**src/rtl/hex_scroll_ctrl.sv**
```systemverilog
// Scrolling hex display sequencer: accepts nibbles over valid/ready, shifts them
// right-to-left on a programmable tick, with clear and whole-display blink.

module hex_scroll_digit (
  input  logic       clk,
  input  logic       rst_n,
  input  logic [3:0] val,
  input  logic       vld,
  input  logic       blank,
  output logic [6:0] seg
);
  logic [6:0] seg_d, seg_q;

  always_comb begin
    seg_d = 7'h7F;
    if (vld && !blank) begin
      unique case (val)
        4'h0: seg_d = 7'h40;
        4'h1: seg_d = 7'h4F;
        4'h2: seg_d = 7'h24;
        4'h3: seg_d = 7'h30;
        4'h4: seg_d = 7'h19;
        4'h5: seg_d = 7'h12;
        4'h6: seg_d = 7'h02;
        4'h7: seg_d = 7'h78;
        4'h8: seg_d = 7'h00;
        4'h9: seg_d = 7'h18;
        4'hA: seg_d = 7'h08;
        4'hB: seg_d = 7'h03;
        4'hC: seg_d = 7'h46;
        4'hD: seg_d = 7'h21;
        4'hE: seg_d = 7'h06;
        default: seg_d = 7'h0E;
      endcase
    end
  end

  always_ff @(posedge clk or negedge rst_n) begin
    if (!rst_n) seg_q <= 7'h7F;
    else        seg_q <= seg_d;
  end

  assign seg = seg_q;
endmodule

module hex_scroll_ctrl #(
  parameter int NUM_DIGITS = 6,
  parameter int SCROLL_DIV = 12_500_000,
  parameter int BLINK_DIV  = 25_000_000
) (
  input  logic                    clk,
  input  logic                    rst_n,
  input  logic                    in_valid,
  input  logic [3:0]              in_data,
  output logic                    in_ready,
  input  logic                    clear,
  input  logic                    blink_en,
  output logic                    busy,
  output logic [7*NUM_DIGITS-1:0] seg
);
  localparam int SW = (SCROLL_DIV > 1) ? $clog2(SCROLL_DIV) : 1;
  localparam int BW = (BLINK_DIV > 1) ? $clog2(BLINK_DIV) : 1;
  localparam logic [SW-1:0] SCROLL_LAST = SW'(SCROLL_DIV - 1);
  localparam logic [BW-1:0] BLINK_LAST  = BW'(BLINK_DIV - 1);

  typedef enum logic {S_IDLE, S_WAIT} state_e;

  state_e                         state_d, state_q;
  logic [3:0]                     pend_d, pend_q;
  logic [NUM_DIGITS-1:0][3:0]     dig_d, dig_q;
  logic [NUM_DIGITS-1:0]          dv_d, dv_q;
  logic [SW-1:0]                  scnt_d, scnt_q;
  logic [BW-1:0]                  bcnt_d, bcnt_q;
  logic                           phase_d, phase_q;
  logic                           tick;
  logic                           blank;

  assign tick     = (scnt_q == SCROLL_LAST);
  assign in_ready = (state_q == S_IDLE) && !clear;
  assign busy     = (state_q == S_WAIT);
  // Gate with blink_en so dropping it steadies the display on the next seg update.
  assign blank    = blink_en && phase_q;

  always_comb begin
    state_d = state_q;
    pend_d  = pend_q;
    dig_d   = dig_q;
    dv_d    = dv_q;
    phase_d = phase_q;
    scnt_d  = tick ? '0 : scnt_q + SW'(1);
    bcnt_d  = '0;

    if (blink_en) begin
      if (bcnt_q == BLINK_LAST) begin
        bcnt_d  = '0;
        phase_d = ~phase_q;
      end else begin
        bcnt_d = bcnt_q + BW'(1);
      end
    end else begin
      phase_d = 1'b0;
    end

    unique case (state_q)
      S_IDLE: begin
        if (in_valid && in_ready) begin
          pend_d  = in_data;
          state_d = S_WAIT;
        end
      end
      S_WAIT: begin
        if (tick) begin
          for (int i = NUM_DIGITS - 1; i >= 1; i--) begin
            dig_d[i] = dig_q[i-1];
            dv_d[i]  = dv_q[i-1];
          end
          dig_d[0] = pend_q;
          dv_d[0]  = 1'b1;
          state_d  = S_IDLE;
        end
      end
      default: state_d = S_IDLE;
    endcase

    // Clear overrides everything, including a shift landing on the same tick.
    if (clear) begin
      state_d = S_IDLE;
      dv_d    = '0;
      scnt_d  = '0;
      bcnt_d  = '0;
      phase_d = 1'b0;
    end
  end

  always_ff @(posedge clk or negedge rst_n) begin
    if (!rst_n) begin
      state_q <= S_IDLE;
      pend_q  <= '0;
      dig_q   <= '0;
      dv_q    <= '0;
      scnt_q  <= '0;
      bcnt_q  <= '0;
      phase_q <= 1'b0;
    end else begin
      state_q <= state_d;
      pend_q  <= pend_d;
      dig_q   <= dig_d;
      dv_q    <= dv_d;
      scnt_q  <= scnt_d;
      bcnt_q  <= bcnt_d;
      phase_q <= phase_d;
    end
  end

  for (genvar g = 0; g < NUM_DIGITS; g++) begin : g_dig
    hex_scroll_digit u_dig (
      .clk   (clk),
      .rst_n (rst_n),
      .val   (dig_q[g]),
      .vld   (dv_q[g]),
      .blank (blank),
      .seg   (seg[7*g +: 7])
    );
  end
endmodule

```
**config.mk**
```make
export PLATFORM = sky130hd
export DESIGN_NAME = hex_scroll_ctrl
export DESIGN_NICKNAME = d
export VERILOG_FILES = /design/src/rtl/hex_scroll_ctrl.sv
export SDC_FILE = /design/constraint.sdc
export NUM_CORES = 1
export LEC_CHECK = 0
export ABC_CLOCK_PERIOD_IN_PS = 2200
export BUFFER_PORTS_ARGS = -buffer_cell sky130_fd_sc_hd__buf_2
export CORE_UTILIZATION = 25
export DETAILED_ROUTE_END_ITERATION = 8
export GPL_TIMING_DRIVEN = 0
export PLACE_DENSITY = 0.38
export SLEW_MARGIN = 20
export SYNTH_ARGS = -nofsm -noshare
export SYNTH_HDL_FRONTEND = slang
export SYNTH_SLANG_ARGS = --single-unit
```
**constraint.sdc**
```tcl
create_clock -name clk -period 2.2 [get_ports clk]
set_clock_uncertainty 0.15 [all_clocks]
set_input_delay 0.22 -clock clk [delete_from_list [all_inputs] [get_ports clk]]
set_output_delay 0.22 -clock clk [all_outputs]
set_load 0.02 [all_outputs]
```
==> flow_summary_export.csv <==
group,metric,value,unit
status,run_status,"complete, but fails checks",
status,violations,"setup timing",
timing,setup_violations,9,
setup_path,maximum_single_stage_delay_on_the_critical_path,570,ps
setup_path,critical_path.startpoint_type,"register",
logic_synthesis,synthesis.nets,677,
finish,layout-area-overhead-vs-synth,24.9,%
detailed_routing,viasPerCell,4.76,
detailed_routing,drt-pass1-iter-count,4,
setup_path,timing_worst_setup_path_type,"register to register",
clock_network,clock_buffers_created_by_tritoncts,17,
hold_path,holdPathStages,3,
run,cap_viol_max_count,0,
logic_synthesis,synth.avg_cell_area,9.95,um2
timing,worst_slew_pin_slew,678,ps
timing,final_critical_path_setup_slack,-45.2,ps
power_and_ir_drop,power.internal,0.00446,W
logic_synthesis,number_of_enable_flip_flop_cells_after_synthesis,0,
finish,layout_commonest_cell,"sky130_fd_sc_hd__dfrtp_1",
setup_path,reg2regPathDepth,7,
setup_path,timing.rr.end,"dig_q[23]$_DFFE_PN0P_",
finish,share_of_layout_cells_above_drive_strength_1,24.7,%
power_and_ir_drop,max_vdd_drop,0.000372,V
setup_path,critical_path.reg2reg.startpoint,"scnt_q[1]$_DFF_PN0_",
detailed_routing,routed_wirelength,15700,um
timing,period_share,102,%
floorplan,dieWidth,163,um
setup_path,ff2ff_setup_slack,-50,ps
hold_path,hold_end,"phase_q$_DFFE_PN0P_",
finish,antenna-diode-count,0,
logic_synthesis,synth_top_flop_cell,"sky130_fd_sc_hd__dfrtp_1",
timing,finalWorstPathRequiredPeriod,2250,ps
setup_path,critPathBufInv,2,
power_and_ir_drop,power.density_cell_area,702,mW/mm2
floorplan,design.die.area,0.0264,mm2
grt,grt_pass1_vias,5188,
setup_path,timing.critical_path.to_type,"register",
grt,initial_antenna_violation_count,0,
logic_synthesis,syn_area,0.00644,mm2
timing,grt_setup_unrepaired,"yes",
timing,max_clock_freq,445,MHz
timing,pins_over_their_slew_limit,0,
detailed_routing,postRouteAntennaNets,0,
power_and_ir_drop,p_comb_share,2.5,%
hold_path,timing.hold.worst.start,"blink_en",
timing,hold_viol_final,0,
placement,hpwlAfterDp,10800,um
grt,globalRouteMet3Util,2.90,%
setup_path,worstPathRequired,2340,ps
clock_network,cts.sinks,127,
logic_synthesis,synth.ff_latch_count,127,
power_and_ir_drop,clock_power_share,55.4,%
setup_path,path_cells,"ha_2 > and4_1 > buf_6 > nand2_2 > or4b_4 > buf_12 > mux2_4",
floorplan,std_cell_rows,58,
setup_path,cpLargestDelayFamily,"simple AND/OR/NAND/NOR gates",
grt,grt_busiest_layer,"met2",
power_and_ir_drop,leakagePower,3.10,nW
placement,routabilityCongestion,0.793,
setup_path,worstPathMaxFanout,7,
clock_network,clk_pin_slew,60,ps
hold_path,holdCritPathClass,"primary input to register",
detailed_routing,avgRoutedWirePerCell,14.5,um
setup_path,timing.critical_path.arrival,2390,ps
detailed_routing,violation_count_after_the_first_detailed_route_iteration,260,
clock_network,clk_latency,420,ps
grt,globalRoute.totalOverflow,0,
setup_path,crit_path_top_delay_cell,"sky130_fd_sc_hd__or4b_4",
detailed_routing,num_vias,5138,
grt,grt.met2_usage,19.8,%
grt,grt_util_all_layers,12.7,%
power_and_ir_drop,swShare,21.0,%
floorplan,boundaryPins,53,
clock_network,cts-root-to-sink-buffers,2,
finish,utilization,31.9,%
clock_network,ctsHtreeMaxLevel,4,
floorplan,initial_core_util,25.5,%
grt,largest_net_degree_at_the_start_of_global_routing,92,
timing,relative_slew_slack,54.8,%
logic_synthesis,post_synth_num_cell_types,49,
logic_synthesis,synth-seq-area-share,50.1,%
floorplan,total_core_area,0.0253,mm2
floorplan,floorplan.die.height,163,um
finish,most-common-layout-cells,"sky130_fd_sc_hd__dfrtp_1, sky130_fd_sc_hd__nand2_1, sky130_fd_sc_hd__buf_2, sky130_fd_sc_hd__o21ai_0, sky130_fd_sc_hd__nor2_1",
grt,groute.layer.met1.usage,17.2,%
finish,fin_nets,765,
logic_synthesis,yosys_warnings,0,
placement,numPortBuffers,52,
grt,global_route_wire_length_before_repair,26400,um
timing,setup_total_negative_slack,-203,ps
clock_network,root_buffer,"sky130_fd_sc_hd__clkbuf_16",
logic_synthesis,syn-instance-count,648,
power_and_ir_drop,sequential_fraction_of_design_power,42.1,%
power_and_ir_drop,power.net_switching,0.00119,W
detailed_routing,remaining_drc_errors,0,
clock_network,cts_tree,"done",
logic_synthesis,synth-async-reset-ratio,100,%
power_and_ir_drop,finalPower,0.00565,W
repair_timing:
action                                  4_1_cts  5_1_grt
endpoints found under the hold margin       107        0
pin swaps                                     2        4
buffers inserted                              9        5
gates resized for setup                      20       18
endpoints found under the setup margin       69       69
hold buffers                                  7        0
layer usage:
metal | wire (um) | vias up
met5 | 0 | -
met4 | 171 | 0
met3 | 499 | 14
met2 | 7250 | 75
met1 | 7740 | 2530
li1 | - | 2519
state kept, by name, indices dropped and copies added, names as in the netlist:
signal,flops
g_dig.u_dig.seg,42
bcnt_q,25
dig_q,24
scnt_q,24
dv_q,6
pend_q,4
busy,1
phase_q,1
cell usage after synthesis, types with 4 or more instances:
master | n | area share, %
sky130_fd_sc_hd__a21oi_1 | 37 | 2.9
sky130_fd_sc_hd__a31oi_1 | 6 | 0.58
sky130_fd_sc_hd__and2_1 | 7 | 0.68
sky130_fd_sc_hd__and4_1 | 10 | 1.4
sky130_fd_sc_hd__buf_2 | 4 | 0.31
sky130_fd_sc_hd__clkbuf_1 | 29 | 1.7
sky130_fd_sc_hd__dfrtp_1 | 85 | 33
sky130_fd_sc_hd__dfstp_2 | 42 | 17
sky130_fd_sc_hd__ha_1 | 20 | 3.9
sky130_fd_sc_hd__inv_1 | 26 | 1.5
sky130_fd_sc_hd__mux2_2 | 11 | 1.9
sky130_fd_sc_hd__mux2_4 | 5 | 1.2
sky130_fd_sc_hd__mux2i_1 | 6 | 0.93
sky130_fd_sc_hd__nand2_1 | 65 | 3.8
sky130_fd_sc_hd__nand2b_1 | 10 | 0.97
sky130_fd_sc_hd__nand3_1 | 26 | 2.0
sky130_fd_sc_hd__nand3b_1 | 4 | 0.47
sky130_fd_sc_hd__nand4_1 | 14 | 1.4
sky130_fd_sc_hd__nor2_1 | 47 | 2.7
sky130_fd_sc_hd__nor2b_1 | 12 | 1.2
sky130_fd_sc_hd__nor3b_1 | 4 | 0.47
sky130_fd_sc_hd__o211ai_1 | 13 | 1.5
sky130_fd_sc_hd__o21ai_0 | 54 | 4.2
sky130_fd_sc_hd__o311ai_0 | 22 | 3.0
sky130_fd_sc_hd__o31ai_1 | 12 | 1.4
sky130_fd_sc_hd__or3_1 | 12 | 1.2
sky130_fd_sc_hd__or4_1 | 12 | 1.4
sky130_fd_sc_hd__xnor2_1 | 7 | 0.95
sky130_fd_sc_hd__xor2_1 | 16 | 2.2
metrics by stage:
step / setup WS (ps) / hold WS, ps / area [um2] / std cells
2_1_floorplan: -19.4 / -226 / 6450 / 648
3_3_place_gp: -1040 / 302 / 7130 / 1030
3_5_place_dp: -464 / -30.4 / 7160 / 1031
4_1_cts: -75.9 / 5.46 / 8010 / 1077
5_1_grt: -111 / 21.5 / 8050 / 1079
6_report: -45.2 / 0.411 / 8050 / 1079
worst min-delay path, stage by stage:
cell and delay, ps:
sky130_fd_sc_hd__buf_2 130, sky130_fd_sc_hd__nand2b_1 120, sky130_fd_sc_hd__a21oi_1 50
cells by family (layout without fill, tap and decap cells):
group / after synthesis / count (layout) / synth area share (%)
buf+inv: 63 / 164 / 4.10
mux: 22 / 22 / 4.02
simple gates: 240 / 240 / 20.0
xor+xnor: 23 / 23 / 3.13
compound gates: 153 / 153 / 14.8
flops: 127 / 127 / 50.1
fa+ha+maj: 20 / 20 / 3.88
power groups by stage:
stage	registers [W]	logic, W	clock network (W)
floorplan	0.00241	0.0000444	0
global placement	0.00242	0.000118	0
detailed placement	0.00242	0.000129	0
CTS	0.00238	0.000148	0.00324
global route	0.00238	0.000167	0.00334
finish	0.00238	0.000144	0.00313
how the worst max path moves through the flow:
stage	startpoint	slack [ps]	cells past startpoint	end
final	scnt_q[1]$_DFF_PN0_	-50	7	dig_q[23]$_DFFE_PN0P_
after global routing	scnt_q[1]$_DFF_PN0_	-110	7	dig_q[23]$_DFFE_PN0P_
after CTS	scnt_q[0]$_DFF_PN0_	-80	8	dig_q[23]$_DFFE_PN0P_
after detailed placement	bcnt_q[0]$_DFF_PN0_	-460	7	bcnt_q[4]$_DFF_PN0_
after global placement	rst_n	-1040	1	dig_q[14]$_DFFE_PN0P_
after floorplan	scnt_q[0]$_DFF_PN0_	-20	8	dig_q[19]$_DFFE_PN0P_
layout make-up:
type / count / area (um2)
Clock inverter: 13 / 210
Clock buffer: 19 / 443
Timing Repair Buffer: 74 / 473
Tap cell: 330 / 413
Multi-Input combinational cell: 458 / 3010
Fill cell: 2640 / 17200
Inverter: 26 / 97.6
Sequential cell: 127 / 3230
Buffer: 32 / 166
Note: power is estimated with default switching activity, not from simulation.
